<file path="src/rtl/pipe_pkg.sv">
// Shared definitions for the pipeline skid register.
//   state_t      : EMPTY/ONE/TWO, encoded so the state value equals the
//                  number of beats held.
//   PIPE_DATA_W  : default datapath payload width.
//   PIPE_CTRL_W  : default control payload width.
package pipe_pkg;

    localparam int PIPE_DATA_W = 32;
    localparam int PIPE_CTRL_W = 40;

    typedef enum logic [1:0] {
        EMPTY = 2'd0,
        ONE   = 2'd1,
        TWO   = 2'd2
    } state_t;

endpackage

</file>
<file path="src/rtl/pipe_entry.sv">
// One held beat: valid flag plus data and control payload.
// Ports:
//   clk, reset     : clock, synchronous active-high reset (clears everything)
//   load           : capture d_data/d_ctrl and set valid
//   drop           : clear valid and control (data is left as-is); wins over load
//   zero_ctrl      : when loading, store ctrl=0 instead of d_ctrl (no-op beat)
//   d_data, d_ctrl : payload to load
//   valid, data, ctrl : held contents
module pipe_entry #(
    parameter int DATA_W = 32,
    parameter int CTRL_W = 40
) (
    input  logic              clk,
    input  logic              reset,
    input  logic              load,
    input  logic              drop,
    input  logic              zero_ctrl,
    input  logic [DATA_W-1:0] d_data,
    input  logic [CTRL_W-1:0] d_ctrl,
    output logic              valid,
    output logic [DATA_W-1:0] data,
    output logic [CTRL_W-1:0] ctrl
);

    always_ff @(posedge clk) begin
        if (reset) begin
            valid <= 1'b0;
            data  <= '0;
            ctrl  <= '0;
        end else if (drop) begin
            // ctrl is zeroed whenever valid falls so an idle entry never
            // advertises live control bits.
            valid <= 1'b0;
            ctrl  <= '0;
        end else if (load) begin
            valid <= 1'b1;
            data  <= d_data;
            ctrl  <= zero_ctrl ? '0 : d_ctrl;
        end
    end

endmodule

</file>
<file path="src/rtl/pipe_skid_reg.sv">
// Pipeline stage register with bubble (no-op insert) and flush, optional skid.
// Build option: define PIPE_SKID_REG_SKID_EN to add the skid entry; in_ready
// then depends only on registered state (no path from out_ready). Without it
// the stage holds at most one beat and in_ready follows out_ready.
// Ports:
//   cpu_clk, reset              : clock, synchronous active-high reset
//   in_valid/in_ready           : upstream handshake
//   in_data, in_ctrl            : upstream payload
//   bubble                      : stall upstream, insert a no-op (ctrl=0) beat
//   flush                       : discard all held beats
//   out_valid/out_ready         : downstream handshake
//   out_data, out_ctrl          : head-of-stage payload
//   occ                         : beats held (0..2)
module pipe_skid_reg
    import pipe_pkg::*;
#(
    parameter int DATA_W = PIPE_DATA_W,
    parameter int CTRL_W = PIPE_CTRL_W
) (
    input  logic              cpu_clk,
    input  logic              reset,
    input  logic              in_valid,
    output logic              in_ready,
    input  logic [DATA_W-1:0] in_data,
    input  logic [CTRL_W-1:0] in_ctrl,
    input  logic              bubble,
    input  logic              flush,
    output logic              out_valid,
    input  logic              out_ready,
    output logic [DATA_W-1:0] out_data,
    output logic [CTRL_W-1:0] out_ctrl,
    output logic [1:0]        occ
);

    state_t            state;
    logic              room, go_in, go_out;
    logic              main_load, main_drop, main_zero;
    logic [DATA_W-1:0] main_d_data;
    logic [CTRL_W-1:0] main_d_ctrl;

`ifdef PIPE_SKID_REG_SKID_EN
    logic              skid_valid, skid_load, skid_drop;
    logic [DATA_W-1:0] skid_data;
    logic [CTRL_W-1:0] skid_ctrl;

    assign room = (state != TWO);
`else
    assign room = !out_valid || out_ready;
`endif

    assign in_ready = room && !bubble && !reset;
    // A bubble takes the slot a real beat would, whether or not one is offered.
    assign go_in    = !reset && !flush && room && (bubble || in_valid);
    assign go_out   = out_valid && out_ready;

    always_comb begin
        main_load   = 1'b0;
        main_drop   = flush;
        main_zero   = bubble;
        main_d_data = in_data;
        main_d_ctrl = in_ctrl;
        if (!flush) begin
            case (state)
                EMPTY: main_load = go_in;
                ONE: begin
                    if (go_out) begin
                        if (go_in) main_load = 1'b1;
                        else       main_drop = 1'b1;
                    end
                end
`ifdef PIPE_SKID_REG_SKID_EN
                TWO: begin
                    // promote the older skid beat into the head slot
                    main_load   = go_out;
                    main_d_data = skid_data;
                    main_d_ctrl = skid_ctrl;
                    main_zero   = 1'b0;
                end
`endif
                default: ;
            endcase
        end
    end

    always_ff @(posedge cpu_clk) begin
        if (reset || flush) begin
            state <= EMPTY;
        end else begin
            case (state)
                EMPTY: if (go_in) state <= ONE;
                ONE: begin
`ifdef PIPE_SKID_REG_SKID_EN
                    if (go_in && !go_out) state <= TWO;
                    else
`endif
                    if (!go_in && go_out) state <= EMPTY;
                end
                TWO: if (go_out) state <= ONE;
                default: state <= EMPTY;
            endcase
        end
    end

    assign occ = state;

    pipe_entry #(.DATA_W(DATA_W), .CTRL_W(CTRL_W)) u_main (
        .clk       (cpu_clk),
        .reset     (reset),
        .load      (main_load),
        .drop      (main_drop),
        .zero_ctrl (main_zero),
        .d_data    (main_d_data),
        .d_ctrl    (main_d_ctrl),
        .valid     (out_valid),
        .data      (out_data),
        .ctrl      (out_ctrl)
    );

`ifdef PIPE_SKID_REG_SKID_EN
    // Skid fills only when the head is stalled and a beat arrives, so it is
    // always younger than main and older than anything still upstream.
    assign skid_load = (state == ONE) && go_in && !go_out;
    assign skid_drop = flush || ((state == TWO) && go_out);

    pipe_entry #(.DATA_W(DATA_W), .CTRL_W(CTRL_W)) u_skid (
        .clk       (cpu_clk),
        .reset     (reset),
        .load      (skid_load),
        .drop      (skid_drop),
        .zero_ctrl (bubble),
        .d_data    (in_data),
        .d_ctrl    (in_ctrl),
        .valid     (skid_valid),
        .data      (skid_data),
        .ctrl      (skid_ctrl)
    );
`endif

endmodule

</file>
<file path="config.mk">
export PLATFORM = sky130hd
export DESIGN_NAME = pipe_skid_reg
export DESIGN_NICKNAME = d
export VERILOG_FILES = /design/src/rtl/pipe_pkg.sv /design/src/rtl/pipe_entry.sv /design/src/rtl/pipe_skid_reg.sv
export SDC_FILE = /design/constraint.sdc
export NUM_CORES = 1
export LEC_CHECK = 0
export BUFFER_PORTS_ARGS = -buffer_cell sky130_fd_sc_hd__buf_2
export CORE_MARGIN = 2
export CORE_UTILIZATION = 44
export CTS_BUF_LIST = sky130_fd_sc_hd__clkbuf_16
export CTS_CLUSTER_DIAMETER = 40
export DETAILED_ROUTE_END_ITERATION = 8
export GPL_ROUTABILITY_DRIVEN = 0
export HOLD_SLACK_MARGIN = 0.02
export PLACE_DENSITY = 0.83
export SYNTH_ARGS = -nofsm -noshare
export SYNTH_HDL_FRONTEND = slang
export SYNTH_HIERARCHICAL = 1
export SYNTH_SLANG_ARGS = --single-unit
</file>
<file path="constraint.sdc">
create_clock -name cpu_clk -period 2.4 [get_ports cpu_clk]
set_clock_uncertainty 0.2 [all_clocks]
set_input_delay 0.24 -clock cpu_clk [delete_from_list [all_inputs] [get_ports cpu_clk]]
set_output_delay 0.24 -clock cpu_clk [all_outputs]
set_load 0.01 [all_outputs]
</file>
==> flow_summary.json, run 1 <==
{
  "setup_viol": 0,
  "synth_edf_count": 0,
  "pwr-share-seq_pct": 43.0,
  "grt_pass1_wl_mm": 13.7,
  "syn_avg_cell_area_sq_um": 8.43,
  "yosysSeqAreaShare_pct": 52.8,
  "first_pass_iters": 4,
  "wl_per_cell_microns": 13.9,
  "r2r_cells": 7,
  "yosysWarnings": 6,
  "max_freq_mhz": 462,
  "holdWs_ps": 28.9,
  "fin_nets": 627,
  "holdPathStages": 3,
  "crit_type": "reg -> reg",
  "pwr-share-clk_pct": 46.5,
  "insertion_delay_ps": 310,
  "numCtsBuffers": 9,
  "diodes": 0,
  "critPathArrivalTime_ps": 2190,
  "cts_root_buffer": "clkbuf_16",
  "core-area_sq_um": 6280,
  "layout-drive-gt1-share_pct": 34.0,
  "power_density_nw_per_um2": 640,
  "ir_drop_uv": 385,
  "crit_path_end_kind": "register",
  "cts_tree": "done",
  "slew_viol_final": 0,
  "r2r_slack_ps": 240,
  "r2r_start": "u_main/valid",
  "ios": 154,
  "track_usage_pct": 24.3,
  "ys_types": 23,
  "postCtsSetupRepairBufs": 0,
  "die_area_sq_um": 7040,
  "synthArstFlopShare_pct": 0,
  "netlist_top_cells_area": "dfxtp_1, a21oi_1, nand2_1",
  "fillers": 444,
  "drt_iter0_markers": 156,
  "cts_buffer_depth": 2,
  "htree_levels": 3,
  "fin_tns_setup_ps": 0,
  "required_ps": 2430,
  "p_leak_nw": 2.17,
  "period_minus_slack_ps": 2160,
  "worstMarginPinSlew_ps": 555,
  "synth-seq-cells": 74,
  "io_buffer_count": 152,
  "vias": 3094,
  "grt_pass1_vias": 3005,
  "clk_pin_slew_ps": 50,
  "p_total_mw": 2.94,
  "start_util_pct": 44.7,
  "relSlewSlack_pct": 63.0,
  "antenna_left": 0,
  "yosysTopAreaCell": "dfxtp_1",
  "rows": 29,
  "syn-num-nets": 411,
  "die_y_microns": 83.9,
  "hold_violations": 0,
  "antenna_found_initial": 0,
  "synthToLayoutAreaGrowth_pct": 63.6,
  "ys.flop_type": "dfxtp_1",
  "fp.dieW_microns": 83.9,
  "final_common_cell": "buf_2",
  "finalCritPeriodShare_pct": 90.2,
  "mappedNetlistArea_sq_um": 2810,
  "mostFrequentLayoutCells": "buf_2, dfxtp_1, dlygate4sd3_1",
  "status": "finished, final reports clean",
  "r2r-end": "u_main/data[27]",
  "p_switching_mw": 0.619,
  "yosysTopAreaCellShare_pct": 52.8,
  "route.detailed.drc": 0,
  "cts_sinks": 74,
  "cp-start-kind": "register",
  "internal-power_mw": 2.32,
  "cp_max_fo": 44,
  "overflow": 0,
  "hpwl_mm": 4.99,
  "viasPerCell": 4.91,
  "cp-startpoint": "u_main/valid",
  "rsz0062_at_grt": "false",
  "comb_power_share_pct": 10.5,
  "drv_cap": 0,
  "synth_cells": 333,
  "hold_path.class": "in -> reg",
  "p_sw_share_pct": 21.1,
  "drt_wl_total_mm": 8.76,
  "cp-endpoint": "u_main/data[27]",
  "grt_max_degree": 45
}
## kinds of logic (layout without fill, tap and decap cells)
| family | count (synthesis) | after routing | share of synthesized area (%) |
|---|---|---|---|
| DFF | 74 | 74 | 52.8 |
| buffers and inverters | 25 | 245 | 5.57 |
| other | 1 | 1 | 0.134 |
| AOI/OAI and AO/OA | 76 | 76 | 15.3 |
| and+or+nand+nor | 157 | 157 | 26.2 |
## power by group through the flow
stage / logic, mW / registers [mW] / clock network, mW
2_1_floorplan: 0.0984 / 1.30 / 0
3_3_place_gp: 0.208 / 1.29 / 0
3_5_place_dp: 0.212 / 1.29 / 0
4_1_cts: 0.300 / 1.26 / 1.39
5_1_grt: 0.335 / 1.27 / 1.45
6_report: 0.309 / 1.26 / 1.37
## registers in the layout, indices dropped and copies added (netlist names)
signal and count:
u_main/data 32, occ 1, u_main/ctrl 40, u_main/valid 1
## worst max-delay path, cell delays in order (launching register included)
cell	delay, ps
dfxtp_1	430
a21oi_1	110
nor4_2	210
buf_6	330
nor2b_2	190
buf_4	320
nand2_1	90
a21oi_1	190
## worst min path at each step
| stage | endpoint | slack, ps | start |
|---|---|---|---|
| finish | u_main/ctrl[38] | 30 | in_ctrl[38] |
| global route | u_main/ctrl[38] | 40 | in_ctrl[38] |
| CTS | u_main/ctrl[38] | 20 | in_ctrl[38] |
| detailed placement | u_main/data[27] | 240 | u_main/data[27] |
| global placement | u_main/data[9] | 240 | u_main/data[9] |
| floorplan | u_main/ctrl[30] | 170 | in_ctrl[30] |
## final cells by class
| class | count | area (sq um) | share of cell area [%] |
|---|---|---|---|
| Clock inverter | 6 | 82.6 | 1.80 |
| Tap cell | 77 | 96.3 | 2.10 |
| Clock buffer | 9 | 225 | 4.90 |
| Timing Repair Buffer | 230 | 1530 | 33.3 |
| Sequential cell | 74 | 1480 | 32.3 |
| Multi-Input combinational cell | 234 | 1180 | 25.7 |
## cells in the mapped netlist, types with 2 or more instances
library cell  number
nand2b_1           2
dfxtp_1           74
nor2b_1           28
clkbuf_1           7
nand2_1           64
buf_6              4
and2b_1           14
a21oi_2            9
nor2_2             2
buf_2             11
nor2_1            42
a21oi_1           64
buf_4              2
## repair_timing
| item | CTS | global route |
|---|---|---|
| endpoints found under the hold margin | 71 | 0 |
| resized for setup | 0 | 2 |
| endpoints found under the setup margin | 0 | 7 |
| hold buffers | 71 | 0 |
## layer usage
metal / global-route usage [%] / part of all wire [%] / vias up
met3: 5.84 / 7.2 / 20
li1: - / - / 1500
met5: 0 / 0 / -
met1: 26.5 / 39 / 1432
met4: 9.24 / 2.1 / 0
met2: 45.2 / 52 / 142
## per-stage QoR
stage | instances | util, % | area (sq um) | setup WS, ps
5_1_grt | 630 | 73.2 | 4590 | 33.9
3_5_place_dp | 544 | 56.9 | 3570 | 173
6_report | 630 | 73.2 | 4590 | 236
2_1_floorplan | 333 | - | 2810 | 367
4_1_cts | 630 | 73.1 | 4590 | 183
3_3_place_gp | 544 | 56.9 | 3570 | 220
Power figures use the tool's default switching activity.
==> run 2: changes to the inputs <==
--- a/config.mk
+++ b/config.mk
@@ -14,6 +14,7 @@
 export GPL_ROUTABILITY_DRIVEN = 0
 export HOLD_SLACK_MARGIN = 0.02
 export PLACE_DENSITY = 0.83
+export RECOVER_POWER = 100
 export SYNTH_ARGS = -nofsm -noshare
 export SYNTH_HDL_FRONTEND = slang
 export SYNTH_HIERARCHICAL = 1
==> constraint.sdc (replaced) <==
create_clock -name cpu_clk -period 2.4 [get_ports cpu_clk]
set_clock_uncertainty 0.2 [all_clocks]
set_input_delay 0.48 -clock cpu_clk [delete_from_list [all_inputs] [get_ports cpu_clk]]
set_output_delay 0.48 -clock cpu_clk [all_outputs]
set_load 0.01 [all_outputs]
==> flow_summary.json, run 2 (synthesis gave the netlist of run 1 again) <==
{
  "finalCritPeriodShare_pct": 84.4,
  "postCtsSetupRepairBufs": 0,
  "htree_levels": 3,
  "critPathMaxStageDelay_ps": 440,
  "cts_root_buffer": "clkbuf_16",
  "cts_sinks": 74,
  "rsz0062_at_grt": "false",
  "fillers": 623,
  "cts_tree": "done",
  "antenna_left": 0,
  "fin_nets": 558,
  "drv_cap": 0,
  "clk_pin_slew_ps": 60,
  "regMostFlops": "u_main/ctrl",
  "viasPerCell": 4.78,
  "ir_drop_uv": 481,
  "track_usage_pct": 19.4,
  "path_buf_inv": 1,
  "instances_no_fill": 561,
  "cts_buffer_depth": 2,
  "fp.dieW_microns": 83.9,
  "period_minus_slack_ps": 2030,
  "dp.cells": 546,
  "critPathArrivalTime_ps": 2060,
  "largest_register_ffs": 40,
  "die_y_microns": 83.9,
  "route.detailed.drc": 0,
  "hpwl_mm": 5.01,
  "overflow": 0,
  "first_pass_iters": 4,
  "seq_area_sq_um": 1480,
  "cpMaxStageDelayCell": "dfxtp_1",
  "layout-drive-gt1-share_pct": 22.3,
  "cp_top_family": "simple AND/OR/NAND/NOR gates",
  "multi_input_area_sq_um": 1160,
  "status": "finished, final reports clean",
  "max_freq_mhz": 493,
  "drt_wl_total_mm": 6.99,
  "power_density_nw_per_um2": 705,
  "ios": 154,
  "required_ps": 2440,
  "wl_per_cell_microns": 12.5,
  "slew_viol_final": 0,
  "cp_max_fo": 32,
  "hold_violations": 0,
  "drt_iter0_markers": 90,
  "p_leak_nw": 1.54,
  "crit_type": "reg -> reg",
  "final_common_cell": "buf_2",
  "fin_tns_setup_ps": 0,
  "grt_pass1_vias": 2496,
  "vias": 2682,
  "synthToLayoutAreaGrowth_pct": 33.1,
  "path_cells": "a21oi_1 > nor4_2 > nor2b_1 > clkbuf_4 > nand2_1 > a21oi_1",
  "cp-start-kind": "register",
  "top_regs": "u_main/ctrl (40), u_main/data (32)",
  "rows": 29,
  "antenna_found_initial": 0,
  "p_total_mw": 2.63,
  "core-area_sq_um": 6280,
  "numCtsBuffers": 9,
  "die_area_sq_um": 7040,
  "diodes": 0,
  "cp_common_cell": "a21oi_1",
  "cts_hold_buf": 0,
  "crit_path_end_kind": "register",
  "hold_path.class": "in -> reg",
  "grt_max_degree": 42,
  "mostFrequentLayoutCells": "buf_2, clkbuf_1, dfxtp_1",
  "ctsResizeCount": 0,
  "io_buffer_count": 152,
  "insertion_delay_ps": 320,
  "setup_viol": 0,
  "grt_pass1_wl_mm": 11.1,
  "start_util_pct": 44.7
}
==> run 2: changes by cell type in the layout (fill, tap and decap cells not counted), sizes merged <==
cell | previous run | this run
dlygate4sd3 | 71 | 0
buf | 159 | 83
bufinv | 2 | 0
clkinv | 4 | 5
clkinvlp | 0 | 1
clkbuf | 9 | 87
==> run 2: final cells by class <==
cell class	count	area share (%)
Timing Repair Buffer	161	19.9
Sequential cell	74	39.6
Multi-Input combinational cell	234	31.0
Clock buffer	9	6.03
Tap cell	77	2.58
Clock inverter	6	0.937
==> run 2: final timing paths <==
check / startpoint / end / slack [ps] / cells after the start
setup reg to reg: u_main/valid / u_main/data[16] / 370 / 6
hold / removal: in_ctrl[11] / u_main/ctrl[11] / 180 / 3
hold reg to reg: u_main/data[9] / u_main/data[9] / 250 / 2
setup / recovery: u_main/valid / u_main/data[16] / 370 / 6
==> run 2: power breakdown <==
group / total (mW) / switching [mW] / internal [mW]
Combinational: 0.206 / 0.114 / 0.0920
Clock: 1.17 / 0.480 / 0.685
Sequential: 1.26 / 0.0117 / 1.25
Total: 2.63 / 0.606 / 2.03
==> run 2: per-layer routing <==
layer / track usage, % / up-vias / share of wire, %
met1: 22.4 / 1209 / 42
li1: - / 1359 / -
met5: 0 / - / 0
met2: 32.1 / 102 / 47
met3: 7.12 / 12 / 9.3
met4: 8.80 / 0 / 2.0
==> run 2: worst register-to-register path: stages (launching register included) <==
cell	delay, ps
dfxtp_1	440
a21oi_1	120
nor4_2	360
nor2b_1	190
clkbuf_4	360
nand2_1	110
a21oi_1	170
==> run 2: per-stage QoR <==
stage / utilization, % / hold WS [ps] / worst slack (ps) / instance area, sq um
2_1_floorplan: - / 279 / 336 / 2810
3_3_place_gp: 57.3 / 238 / 317 / 3600
3_5_place_dp: 57.3 / 245 / 170 / 3600
4_1_cts: 61.5 / 172 / 367 / 3860
5_1_grt: 59.5 / 179 / 187 / 3740
6_report: 59.5 / 181 / 373 / 3740
==> run 3: changes to the inputs <==
--- a/config.mk
+++ b/config.mk
@@ -7,13 +7,13 @@
 export LEC_CHECK = 0
 export BUFFER_PORTS_ARGS = -buffer_cell sky130_fd_sc_hd__buf_2
 export CORE_MARGIN = 2
-export CORE_UTILIZATION = 44
+export CORE_UTILIZATION = 40
 export CTS_BUF_LIST = sky130_fd_sc_hd__clkbuf_16
 export CTS_CLUSTER_DIAMETER = 40
 export DETAILED_ROUTE_END_ITERATION = 8
 export GPL_ROUTABILITY_DRIVEN = 0
 export HOLD_SLACK_MARGIN = 0.02
-export PLACE_DENSITY = 0.83
+export PLACE_DENSITY = 0.8
 export RECOVER_POWER = 100
 export SYNTH_ARGS = -nofsm -noshare
 export SYNTH_HDL_FRONTEND = slang
==> constraint.sdc (replaced) <==
create_clock -name cpu_clk -period 1.8 [get_ports cpu_clk]
set_clock_uncertainty 0.2 [all_clocks]
set_input_delay 0.36 -clock cpu_clk [delete_from_list [all_inputs] [get_ports cpu_clk]]
set_output_delay 0.36 -clock cpu_clk [all_outputs]
set_load 0.01 [all_outputs]
==> flow_summary.json, run 3 (synthesis gave the netlist of run 1 again) <==
{
  "crit_type": "reg -> out",
  "required_ps": 1240,
  "hold_path.class": "in -> reg",
  "numCtsBuffers": 9,
  "largest_register_ffs": 40,
  "ios": 154,
  "globalRouteMet2Util_pct": 33.1,
  "drt_iter0_markers": 58,
  "drt_wl_total_mm": 7.49,
  "p_switching_mw": 0.843,
  "synthToLayoutAreaGrowth_pct": 50.4,
  "internal-power_mw": 3.33,
  "core-area_sq_um": 6790,
  "setup_viol": 1,
  "viasPerCell": 4.67,
  "io_buffer_count": 152,
  "cts_sinks": 74,
  "grt_max_degree": 34,
  "violations": "negative setup slack",
  "rsz0062_at_grt": "true",
  "vias": 2780,
  "fin_nets": 572,
  "top_regs": "u_main/ctrl (40), u_main/data (32)",
  "critPathArrivalTime_ps": 1250,
  "comb_power_share_pct": 8.1,
  "wl_per_cell_microns": 12.6,
  "crit_path_end_kind": "primary output",
  "cp-start-kind": "register",
  "finalCritPeriodShare_pct": 100,
  "first_pass_iters": 5,
  "overflow": 0,
  "regMostFlops": "u_main/ctrl",
  "die_y_microns": 87.8,
  "rows": 30,
  "max_freq_mhz": 553,
  "die_area_sq_um": 7710,
  "cpMaxStageDelayCell": "dfxtp_2",
  "period_minus_slack_ps": 1810,
  "track_usage_pct": 18.6,
  "start_util_pct": 41.3,
  "drv_cap": 0,
  "pwr-share-clk_pct": 51.5,
  "mostFrequentLayoutCells": "buf_2, dfxtp_1, nand2_1",
  "grt_pass1_wl_mm": 11.3,
  "status": "finished with violations",
  "route.detailed.drc": 0,
  "p_leak_nw": 2.01,
  "fp.dieW_microns": 87.8,
  "diodes": 0,
  "critPathMaxStageDelay_ps": 340,
  "antenna_left": 0,
  "cts_root_buffer": "clkbuf_16",
  "slew_viol_final": 0,
  "ir_drop_uv": 583,
  "cts_tree": "done",
  "power_density_nw_per_um2": 987,
  "top_usage_layer": "met2",
  "cp_max_fo": 4,
  "fillers": 594,
  "p_sw_share_pct": 20.2,
  "clk_pin_slew_ps": 60,
  "grt_use_met3_pct": 5.94,
  "final_common_cell": "buf_2",
  "layout-drive-gt1-share_pct": 44.1,
  "antenna_found_initial": 0,
  "fin_ws_ps": -8.88,
  "insertion_delay_ps": 320,
  "cts_buffer_depth": 2,
  "holdWs_ps": 59.3,
  "grt_use_met1_pct": 20.2,
  "fin_tns_setup_ps": -8.88,
  "hpwl_mm": 5.14,
  "grt_pass1_vias": 2616,
  "path_cells": "buf_6 > and2b_1 > nor3_2 > buf_2",
  "hold_violations": 0,
  "htree_levels": 3,
  "pwr-share-seq_pct": 40.4
}
-- run 3: worst paths after layout --
path,from,endpoint,slack [ps],cells past startpoint
setup / recovery,u_main/valid,in_ready,-9,4
hold / removal,in_ctrl[29],u_main/ctrl[29],60,3
hold reg to reg,u_main/data[7],u_main/data[7],250,2
setup reg to reg,u_main/valid,u_main/data[31],40,9
-- run 3: metal layers --
metal | up-vias | part of all wire [%]
met1 | 1269 | 42
met5 | - | 0
li1 | 1392 | -
met2 | 108 | 48
met4 | 0 | 1.5
met3 | 11 | 8.4
-- run 3: layout make-up --
type	count	area, sq um	area share (%)
flip-flops and latches	74	1480	35.1
multi-input cells	234	1240	29.4
repair buffers	175	1010	23.9
clock buffers	9	225	5.33
clock inverters	7	141	3.35
well taps	96	120	2.84
-- run 3: through the flow --
stage,cell area [sq um],setup WS (ps),util [%],power [mW],cells
floorplan,2820,33.0,-,1.87,333
global placement,3730,-68.9,55.0,2.02,574
global route,4220,-91.5,62.2,4.33,595
CTS,4120,-34.3,60.7,4.20,592
detailed placement,3730,-176,55.0,2.03,574
finish,4220,-8.88,62.2,4.17,595
-- run 3: power groups by stage --
stage	sequential [mW]	combinational [mW]	clock, mW
floorplan	1.73	0.134	0
global placement	1.72	0.307	0
detailed placement	1.72	0.315	0
CTS	1.68	0.318	2.20
global route	1.69	0.369	2.27
finish	1.68	0.337	2.15
-- run 3: worst max-delay path, delay by kind of cell, from the launching register on --
kind	cells	cell delay (ps)
flip-flops	1	340
buffers and inverters	2	270
AND/OR/NAND/NOR	2	320
-- run 3: repair_timing --
item	4_1_cts	5_1_grt
hold buffers	0	0
cloned	0	2
buffers inserted	2	1
setup endpoints to repair	2	60
pin swaps	1	0
resized for setup	2	17
endpoints found under the hold margin	0	0
